$ cat src/rtl/stream_mux_pkg.sv
// Shared types for the stream arbiter/multiplexer: FSM states and arbitration modes.
package stream_mux_pkg;

    typedef enum logic {
        IDLE   = 1'b0,
        LOCKED = 1'b1
    } state_t;

    typedef enum logic {
        MODE_SELECT = 1'b0,
        MODE_RR     = 1'b1
    } mode_t;

endpackage

$ cat src/rtl/rr_arbiter.sv
// Combinational round-robin picker: first requester strictly after ptr_i, wrapping modulo N_STATES.
module rr_arbiter #(
    parameter  int N_STATES = 4,
    localparam int SEL_W    = $clog2(N_STATES)
) (
    input  logic [N_STATES-1:0] req_i,
    input  logic [SEL_W-1:0]    ptr_i,
    output logic [SEL_W-1:0]    grant_o,
    output logic                found_o
);

    logic [2*N_STATES-1:0] req2;
    logic [N_STATES-1:0]   rot;
    int                    off;

    // Doubling the request vector turns the wrap-around search into a plain shift.
    assign req2 = {req_i, req_i};
    assign rot  = N_STATES'(req2 >> (int'(ptr_i) + 1));

    always_comb begin
        off     = 0;
        found_o = 1'b0;
        for (int k = N_STATES - 1; k >= 0; k--) begin
            if (rot[k]) begin
                off     = k;
                found_o = 1'b1;
            end
        end
    end

    assign grant_o = SEL_W'((int'(ptr_i) + 1 + off) % N_STATES);

endmodule

$ cat src/rtl/stream_arb_mux.sv
// N-channel registered stream mux with select / round-robin arbitration and packet-level grant locking.
module stream_arb_mux
    import stream_mux_pkg::*;
#(
    parameter  int WIDTH    = 8,
    parameter  int N_STATES = 4,
    localparam int SEL_W    = $clog2(N_STATES)
) (
    input  logic                clk,
    input  logic                rst,
    input  logic [WIDTH-1:0]    i_x [N_STATES],
    input  logic [N_STATES-1:0] i_valid,
    input  logic [N_STATES-1:0] i_last,
    output logic [N_STATES-1:0] o_ready,
    input  logic                i_mode,
    input  logic [SEL_W-1:0]    i_select,
    output logic [WIDTH-1:0]    o_x,
    output logic                o_valid,
    output logic                o_last,
    output logic [SEL_W-1:0]    o_grant,
    input  logic                i_ready
);

    state_t           state_q, state_d;
    logic [SEL_W-1:0] lock_ch_q, lock_ch_d;
    logic [SEL_W-1:0] rr_q, rr_d;
    logic [WIDTH-1:0] x_q;
    logic             valid_q;
    logic             last_q;
    logic [SEL_W-1:0] grant_q;

    logic             adv;
    logic             cand_ok;
    logic [SEL_W-1:0] cand;
    logic [SEL_W-1:0] arb_grant;
    logic             arb_found;
    logic             xfer;
    logic [WIDTH-1:0] sel_x;
    logic             sel_last;
    mode_t            mode;

    assign mode = mode_t'(i_mode);
    assign adv  = !valid_q || i_ready;

    rr_arbiter #(
        .N_STATES(N_STATES)
    ) u_arb (
        .req_i  (i_valid),
        .ptr_i  (rr_q),
        .grant_o(arb_grant),
        .found_o(arb_found)
    );

    // Once a packet is open, only its channel may be served regardless of mode/select.
    always_comb begin
        cand    = lock_ch_q;
        cand_ok = 1'b1;
        if (state_q == IDLE) begin
            if (mode == MODE_RR) begin
                cand    = arb_grant;
                cand_ok = arb_found;
            end else begin
                cand    = i_select;
                cand_ok = (int'(i_select) < N_STATES);
            end
        end
    end

    for (genvar gi = 0; gi < N_STATES; gi++) begin : g_ready
        assign o_ready[gi] = adv && cand_ok && (cand == SEL_W'(gi));
    end

    always_comb begin
        sel_x    = '0;
        sel_last = 1'b0;
        for (int k = 0; k < N_STATES; k++) begin
            if (o_ready[k]) begin
                sel_x    = i_x[k];
                sel_last = i_last[k];
            end
        end
    end

    assign xfer = |(o_ready & i_valid);

    always_comb begin
        state_d   = state_q;
        lock_ch_d = lock_ch_q;
        rr_d      = rr_q;
        if (xfer) begin
            if (state_q == IDLE) begin
                rr_d = cand;
                if (!sel_last) begin
                    state_d   = LOCKED;
                    lock_ch_d = cand;
                end
            end else if (sel_last) begin
                state_d = IDLE;
            end
        end
    end

    always_ff @(posedge clk or posedge rst) begin
        if (rst) begin
            state_q   <= IDLE;
            lock_ch_q <= '0;
            rr_q      <= SEL_W'(N_STATES - 1);
        end else begin
            state_q   <= state_d;
            lock_ch_q <= lock_ch_d;
            rr_q      <= rr_d;
        end
    end

    always_ff @(posedge clk or posedge rst) begin
        if (rst) begin
            x_q     <= '0;
            valid_q <= 1'b0;
            last_q  <= 1'b0;
            grant_q <= '0;
        end else if (xfer) begin
            x_q     <= sel_x;
            valid_q <= 1'b1;
            last_q  <= sel_last;
            grant_q <= cand;
        end else if (i_ready) begin
            valid_q <= 1'b0;
        end
    end

    assign o_x     = x_q;
    assign o_valid = valid_q;
    assign o_last  = last_q;
    assign o_grant = grant_q;

endmodule
$ cat config.mk
export PLATFORM = sky130hd
export DESIGN_NAME = stream_arb_mux
export DESIGN_NICKNAME = d
export VERILOG_FILES = /design/src/rtl/stream_mux_pkg.sv /design/src/rtl/rr_arbiter.sv /design/src/rtl/stream_arb_mux.sv
export SDC_FILE = /design/constraint.sdc
export NUM_CORES = 1
export LEC_CHECK = 0
export BUFFER_PORTS_ARGS = -buffer_cell sky130_fd_sc_hd__buf_2
export CORE_ASPECT_RATIO = 1.25
export CORE_MARGIN = 2
export CORE_UTILIZATION = 35
export CTS_BUF_LIST = sky130_fd_sc_hd__clkbuf_2 sky130_fd_sc_hd__clkbuf_4 sky130_fd_sc_hd__clkbuf_8
export DETAILED_ROUTE_END_ITERATION = 8
export MAX_ROUTING_LAYER = met4
export PLACE_DENSITY = 0.63
export SLEW_MARGIN = 30
export SYNTH_ARGS = -nofsm -noshare
export SYNTH_HDL_FRONTEND = slang
export SYNTH_SLANG_ARGS = --single-unit
$ cat constraint.sdc
create_clock -name clk -period 9.75 [get_ports clk]
set_input_delay 1.95 -clock clk [delete_from_list [all_inputs] [get_ports clk]]
set_output_delay 1.95 -clock clk [all_outputs]
set_load 0.02 [all_outputs]
==> results of run 1 <==
## cell type report
class | instances | area [um^2]
clock buffer | 4 | 48.80
fill | 446 | 2237
sequential | 17 | 427.9
multi-input combinational | 124 | 1005
inverter | 8 | 30.03
timing repair buffer | 62 | 312.8
tap | 56 | 70.07
## state kept, by name (all words and copies together), names as in the netlist
name       cells
o_last         1
rr_q           2
lock_ch_q      2
o_valid        1
o_x            8
state_q        1
o_grant        2
## cells by family after synthesis
logic type                 after synthesis  synth area share
and+or+nand+nor                         58            0.1967
muxes                                   40            0.3033
AOI/OAI and AO/OA                       23            0.1331
buffers and inverters                   17           0.05950
DFF                                     17            0.2826
xor gates and xnor gates                 2           0.01653
adders and majority gates                1          0.008263
## worst max-delay path, cell delays in order
cell	delay, ns
buf_2	0.16
inv_1	0.07
o311ai_0	0.29
o21ai_0	0.15
o221ai_1	0.09
ha_1	0.22
xnor2_2	0.07
xnor2_1	0.27
nand2b_1	0.15
mux2i_1	0.09
nor2_2	0.57
nor3b_1	0.24
buf_2	0.20
## power breakdown
group | leakage, nW | internal, mW | switching, mW
Clock | 0.0262 | 0.0317 | 0.0217
Combinational | 0.737 | 0.241 | 0.255
Sequential | 0.204 | 0.111 | 0.0343
Total | 0.968 | 0.384 | 0.311
## routing by layer
metal	vias to the layer above	global-route usage	wire [um]
met2	54	0.2602	1672
met3	2	0.02319	236
met5	-	-	0
li1	675	-	-
met1	613	0.1878	1534
met4	0	0.05333	27
## final timing paths
check / slack (ns) / to / start / cells past startpoint
setup reg to reg: 5.88 / o_x[1] / rr_q[0] / 13
hold reg to reg: 0.51 / o_x[1] / o_x[1] / 1
max in group asynchronous: 7.59 / lock_ch_q[0] / rst / 2
hold / removal: 0.51 / o_x[1] / o_x[1] / 1
setup / recovery: 3.27 / o_ready[1] / i_valid[0] / 13
min in group asynchronous: 1.77 / o_x[4] / rst / 2
## stage by stage
stage / instance area (um^2) / setup WS, ns / utilization / power, mW
after floorplan: 1514 / 3.587 / - / 0.5559
after global placement: 1846 / 3.335 / 0.4467 / 0.6439
after detailed placement: 1846 / 3.283 / 0.4467 / 0.6487
after CTS: 1894 / 3.266 / 0.4585 / 0.7037
after global routing: 1894 / 2.961 / 0.4585 / 0.7523
final: 1894 / 3.266 / 0.4585 / 0.6952
## cells in the final DEF, fill, tap and decap left out, types with 2 or more instances in the layout
master and instances:
a2111oi_2 2, buf_2 61, clkbuf_8 3, dfrtp_1 15, dfstp_2 2, inv_1 8, mux2_2 8, mux2_4 9
mux2i_1 22, nand2_1 8, nand2b_1 6, nand3_1 2, nor2_1 23, nor2b_1 3, nor3_1 4, nor3b_1 2
o21ai_0 6, or2b_1 2, or3b_1 2
==> results.ini, run 1 <==
[synthesis]
synth_edf_count = 0
ys_seq_area_frac = 0.2826
syn_nets = 205
synth-seq-cells = 17
synthDistinctLibCells = 46
synth_cells = 158
synth_top_area_frac = 0.2479
synth_common_cells = nor2_1, mux2i_1, dfrtp_1
synth_top_cell_by_area = dfrtp_1
yosys.cell_count.top_type = nor2_1
async_flop_share = 1.000
syn_area_um2 = 1514
synth_warnings = 0
synthTopCellsByArea = dfrtp_1, mux2i_1, mux2_4
avgSynthCellArea_um2 = 9.582
ys.flop_type = dfrtp_1

[worst_setup_path]
startpoint_type = input port
worst-path-max-fanout = 14
required_ns = 7.80
worstPathArrival_ns = 4.53
endpoint_kind = primary output
path_class = input port to primary output

[clocking]
clockBufferDepth = 2
post_cts_buffers = 0
clock_latency_ns = 0.24
cts_tree = yes
clkTransAtPathRegs_ns = 0.06
numCtsBuffers = 3
cts_hold_buf = 0
cts.repair.resized = 0
htreeDepth = 1
clock-root-buffer = clkbuf_8
numClockSinks = 17

[pwr]
powerDensity_nw_per_um2 = 367.0
ir_drop_mv = 0.1469
p_leak_nw = 0.9677

[place]
place_hpwl_mm = 2.799
io_buffers = 61
place_inst = 267
gp_congestion = 0.8333

[finish]
syn_to_final_growth_pct = 25.12
layout-drive-gt1-share = 0.4419
antennaDiodeCount = 0
finalNetCount = 263
fin_cells = 271

[die]
core_area_um2 = 4131
io_pins = 62
fp.dieW_um = 62.83
die-area_um2 = 4871
num_rows = 26
die_y_um = 77.53
start_util = 0.3664

[route]
first_pass_iters = 4
drc_errors = 0
drt_iter0_drc = 37
antenna_left = 0
via_per_inst = 4.959
vias = 1344
wl_mm = 3.471
wire_per_inst_um = 12.81

[run]
cap_violations = 0

[timing]
max_freq_mhz = 154.2
setup_viol = 0
relSlewSlack = 0.4723
hold_viol = 0
slew_violations = 0
hold_slack_ns = 0.5062
fin_tns_setup_ns = 0
rsz0062_at_grt = false
max_slew.worst_pin.slew_ns = 0.7892
min_period_ns = 6.484
min_period_over_period = 0.6650
fin_skew_ns = 0.002184

[worst_hold_path]
min_path_type = flop to flop

[grt]
antenna_found_initial = 0
grt-ovfl-total = 0
grt_pass1_vias = 1340
grt_start_max_net_pins = 26
grt_usage = 0.1541
grt_pass1_wl_mm = 5.899

[outcome]
status = finished clean

(Power assumes the default switching activity.)
==> run 2, diff against run 1 <==
Clock period 9.75 ns to 6.59 ns, I/O delays scaled along.
==> results.ini, run 2 (same netlist as run 1, synthesis figures left out) <==
[clocking]
clock_latency_ns = 0.24  ; about the same
clockBufferDepth = 2  ; unchanged
cts_tree = yes  ; unchanged
numCtsBuffers = 3  ; unchanged
numClockSinks = 17  ; unchanged
htreeDepth = 1  ; unchanged
cts_hold_buf = 0  ; unchanged
clock-root-buffer = clkbuf_8  ; unchanged
post_cts_buffers = 0  ; unchanged
clkTransAtPathRegs_ns = 0.06  ; about the same
cts.repair.resized = 0  ; unchanged

[worst_hold_path]
hold_path_end = o_x[1]  ; unchanged
min_path_type = flop to flop  ; unchanged
min-delay-start = o_x[1]  ; unchanged
holdPathStages = 1  ; unchanged

[finish]
mostFrequentLayoutCells = buf_2, nor2_1, mux2i_1  ; unchanged
ff_latch_area_um2 = 427.9  ; unchanged
finalNetCount = 263  ; unchanged
multiInputGateArea_um2 = 1005  ; unchanged
nFillCells = 425  ; was 446
largest_register_ffs = 8  ; unchanged
layout-drive-gt1-share = 0.4419  ; unchanged
mostFrequentLayoutCell = buf_2  ; unchanged
syn_to_final_growth_pct = 25.12  ; unchanged
antennaDiodeCount = 0  ; unchanged

[grt]
grt_pass1_wl_mm = 5.885  ; was 5.899 mm
grt_start_max_net_pins = 23  ; was 26
grt-ovfl-total = 0  ; unchanged
grt_usage = 0.1520  ; was 0.1541
grt_pass1_vias = 1362  ; was 1340
antenna_found_initial = 0  ; unchanged

[place]
gp_congestion = 0.8450  ; was 0.8333
place_hpwl_mm = 2.783  ; was 2.799 mm
io_buffers = 61  ; unchanged

[worst_setup_path]
r2r_slack_ns = 2.67  ; was 5.88 ns
path_class = input port to primary output  ; unchanged
timing.rr.end = o_x[1]  ; unchanged
endpoint_kind = primary output  ; unchanged
worstPathArrival_ns = 3.97  ; was 4.53 ns
worst-path-max-fanout = 14  ; unchanged
required_ns = 5.27  ; was 7.80 ns
r2r-start = rr_q[0]  ; unchanged
rr_worst_depth = 12  ; was 13
startpoint_type = input port  ; unchanged

[die]
io_pins = 62  ; unchanged
core_area_um2 = 4131  ; unchanged
fp.dieW_um = 62.83  ; unchanged
start_util = 0.3664  ; unchanged
die_y_um = 77.53  ; unchanged
num_rows = 26  ; unchanged
die-area_um2 = 4871  ; unchanged

[timing]
setup_viol = 0  ; unchanged
hold_viol = 0  ; unchanged
min_period_over_period = 0.8029
rsz0062_at_grt = false  ; unchanged
fin_skew_ns = 0.001906  ; was 0.002184 ns
relSlewSlack = 0.4722  ; was 0.4723
max_freq_mhz = 189.0
min_period_ns = 5.291
max_slew.worst_pin.slew_ns = 0.7894  ; was 0.7892 ns
slew_violations = 0  ; unchanged
fin_tns_setup_ns = 0  ; unchanged

[run]
cap_violations = 0  ; unchanged

[pwr]
combPwrFrac = 0.715  ; was 0.714
powerDensity_nw_per_um2 = 544.2  ; was 367.0 nW/um^2
finalPower_mw = 1.031  ; was 0.6952 mW
p_leak_nw = 0.9677  ; unchanged
cell_internal_pwr_mw = 0.5687  ; was 0.3842 mW
sw_frac_of_total = 0.4483  ; was 0.4474
power_switching_mw = 0.4622  ; was 0.3110 mW
pwr-share-seq = 0.209  ; about the same
clkPwrFrac = 0.076  ; was 0.077
ir_drop_mv = 0.2253  ; was 0.1469 mV

[route]
antenna_left = 0  ; unchanged
first_pass_iters = 4  ; unchanged
vias = 1335  ; was 1344
drc_errors = 0  ; unchanged
via_per_inst = 4.926  ; was 4.959
wire_per_inst_um = 12.75  ; was 12.81 um
wl_mm = 3.456  ; was 3.471 mm
drt_iter0_drc = 48  ; was 37

[outcome]
status = finished clean  ; unchanged

## run 2: cell counts in the layout (fill, tap and decap cells not counted)
No cell type changed its count.
## run 2: how the worst max path moves through the flow
stage	start	end	slack, ns	depth (start not counted)
final	i_valid[0]	o_ready[1]	1.30	13
after global routing	i_valid[0]	o_ready[1]	1.05	13
after CTS	i_valid[0]	o_ready[1]	1.34	13
after detailed placement	i_valid[0]	o_ready[1]	1.37	13
after global placement	i_valid[0]	o_ready[1]	1.44	14
after floorplan	i_valid[2]	o_ready[0]	1.69	11
## run 2: critical path, cell delays in order
cell	delay, ns
buf_2	0.17
inv_1	0.07
o311ai_0	0.32
o21ai_0	0.15
o221ai_1	0.09
ha_1	0.21
xnor2_2	0.07
xnor2_1	0.27
nand2b_1	0.15
mux2i_1	0.09
nor2_2	0.59
nor3b_1	0.25
buf_2	0.20
## run 2: stage by stage
stage                 util  area, um^2  worst slack, ns  instances  hold WS, ns
floorplan                -        1514            1.691        158       0.4793
global placement    0.4467        1846            1.439        267       0.4906
detailed placement  0.4467        1846            1.372        267       0.4875
CTS                 0.4585        1894            1.343        271       0.5078
global route        0.4585        1894            1.051        271       0.5145
finish              0.4585        1894            1.299        271       0.5037
## run 2: final cells by class
cell class,instances,share of cell area
Multi-Input combinational cell,124,0.5304
Sequential cell,17,0.2259
Timing Repair Buffer,62,0.1651
Tap cell,56,0.03699
Clock buffer,4,0.02576
Inverter,8,0.01585
## run 2: power groups by stage
stage,Clock [mW],Combinational (mW),Sequential [mW]
global route,0.0848,0.806,0.226
global placement,0,0.735,0.216
floorplan,0,0.585,0.237
detailed placement,0,0.744,0.216
finish,0.0784,0.737,0.215
CTS,0.0811,0.745,0.216
## run 2: metal layers
metal | vias to the layer above | GRT usage | wire [um]
li1 | 676 | - | -
met1 | 593 | 0.1915 | 1587
met2 | 62 | 0.2441 | 1603
met3 | 4 | 0.02319 | 229
met4 | 0 | 0.06222 | 35
met5 | - | - | 0
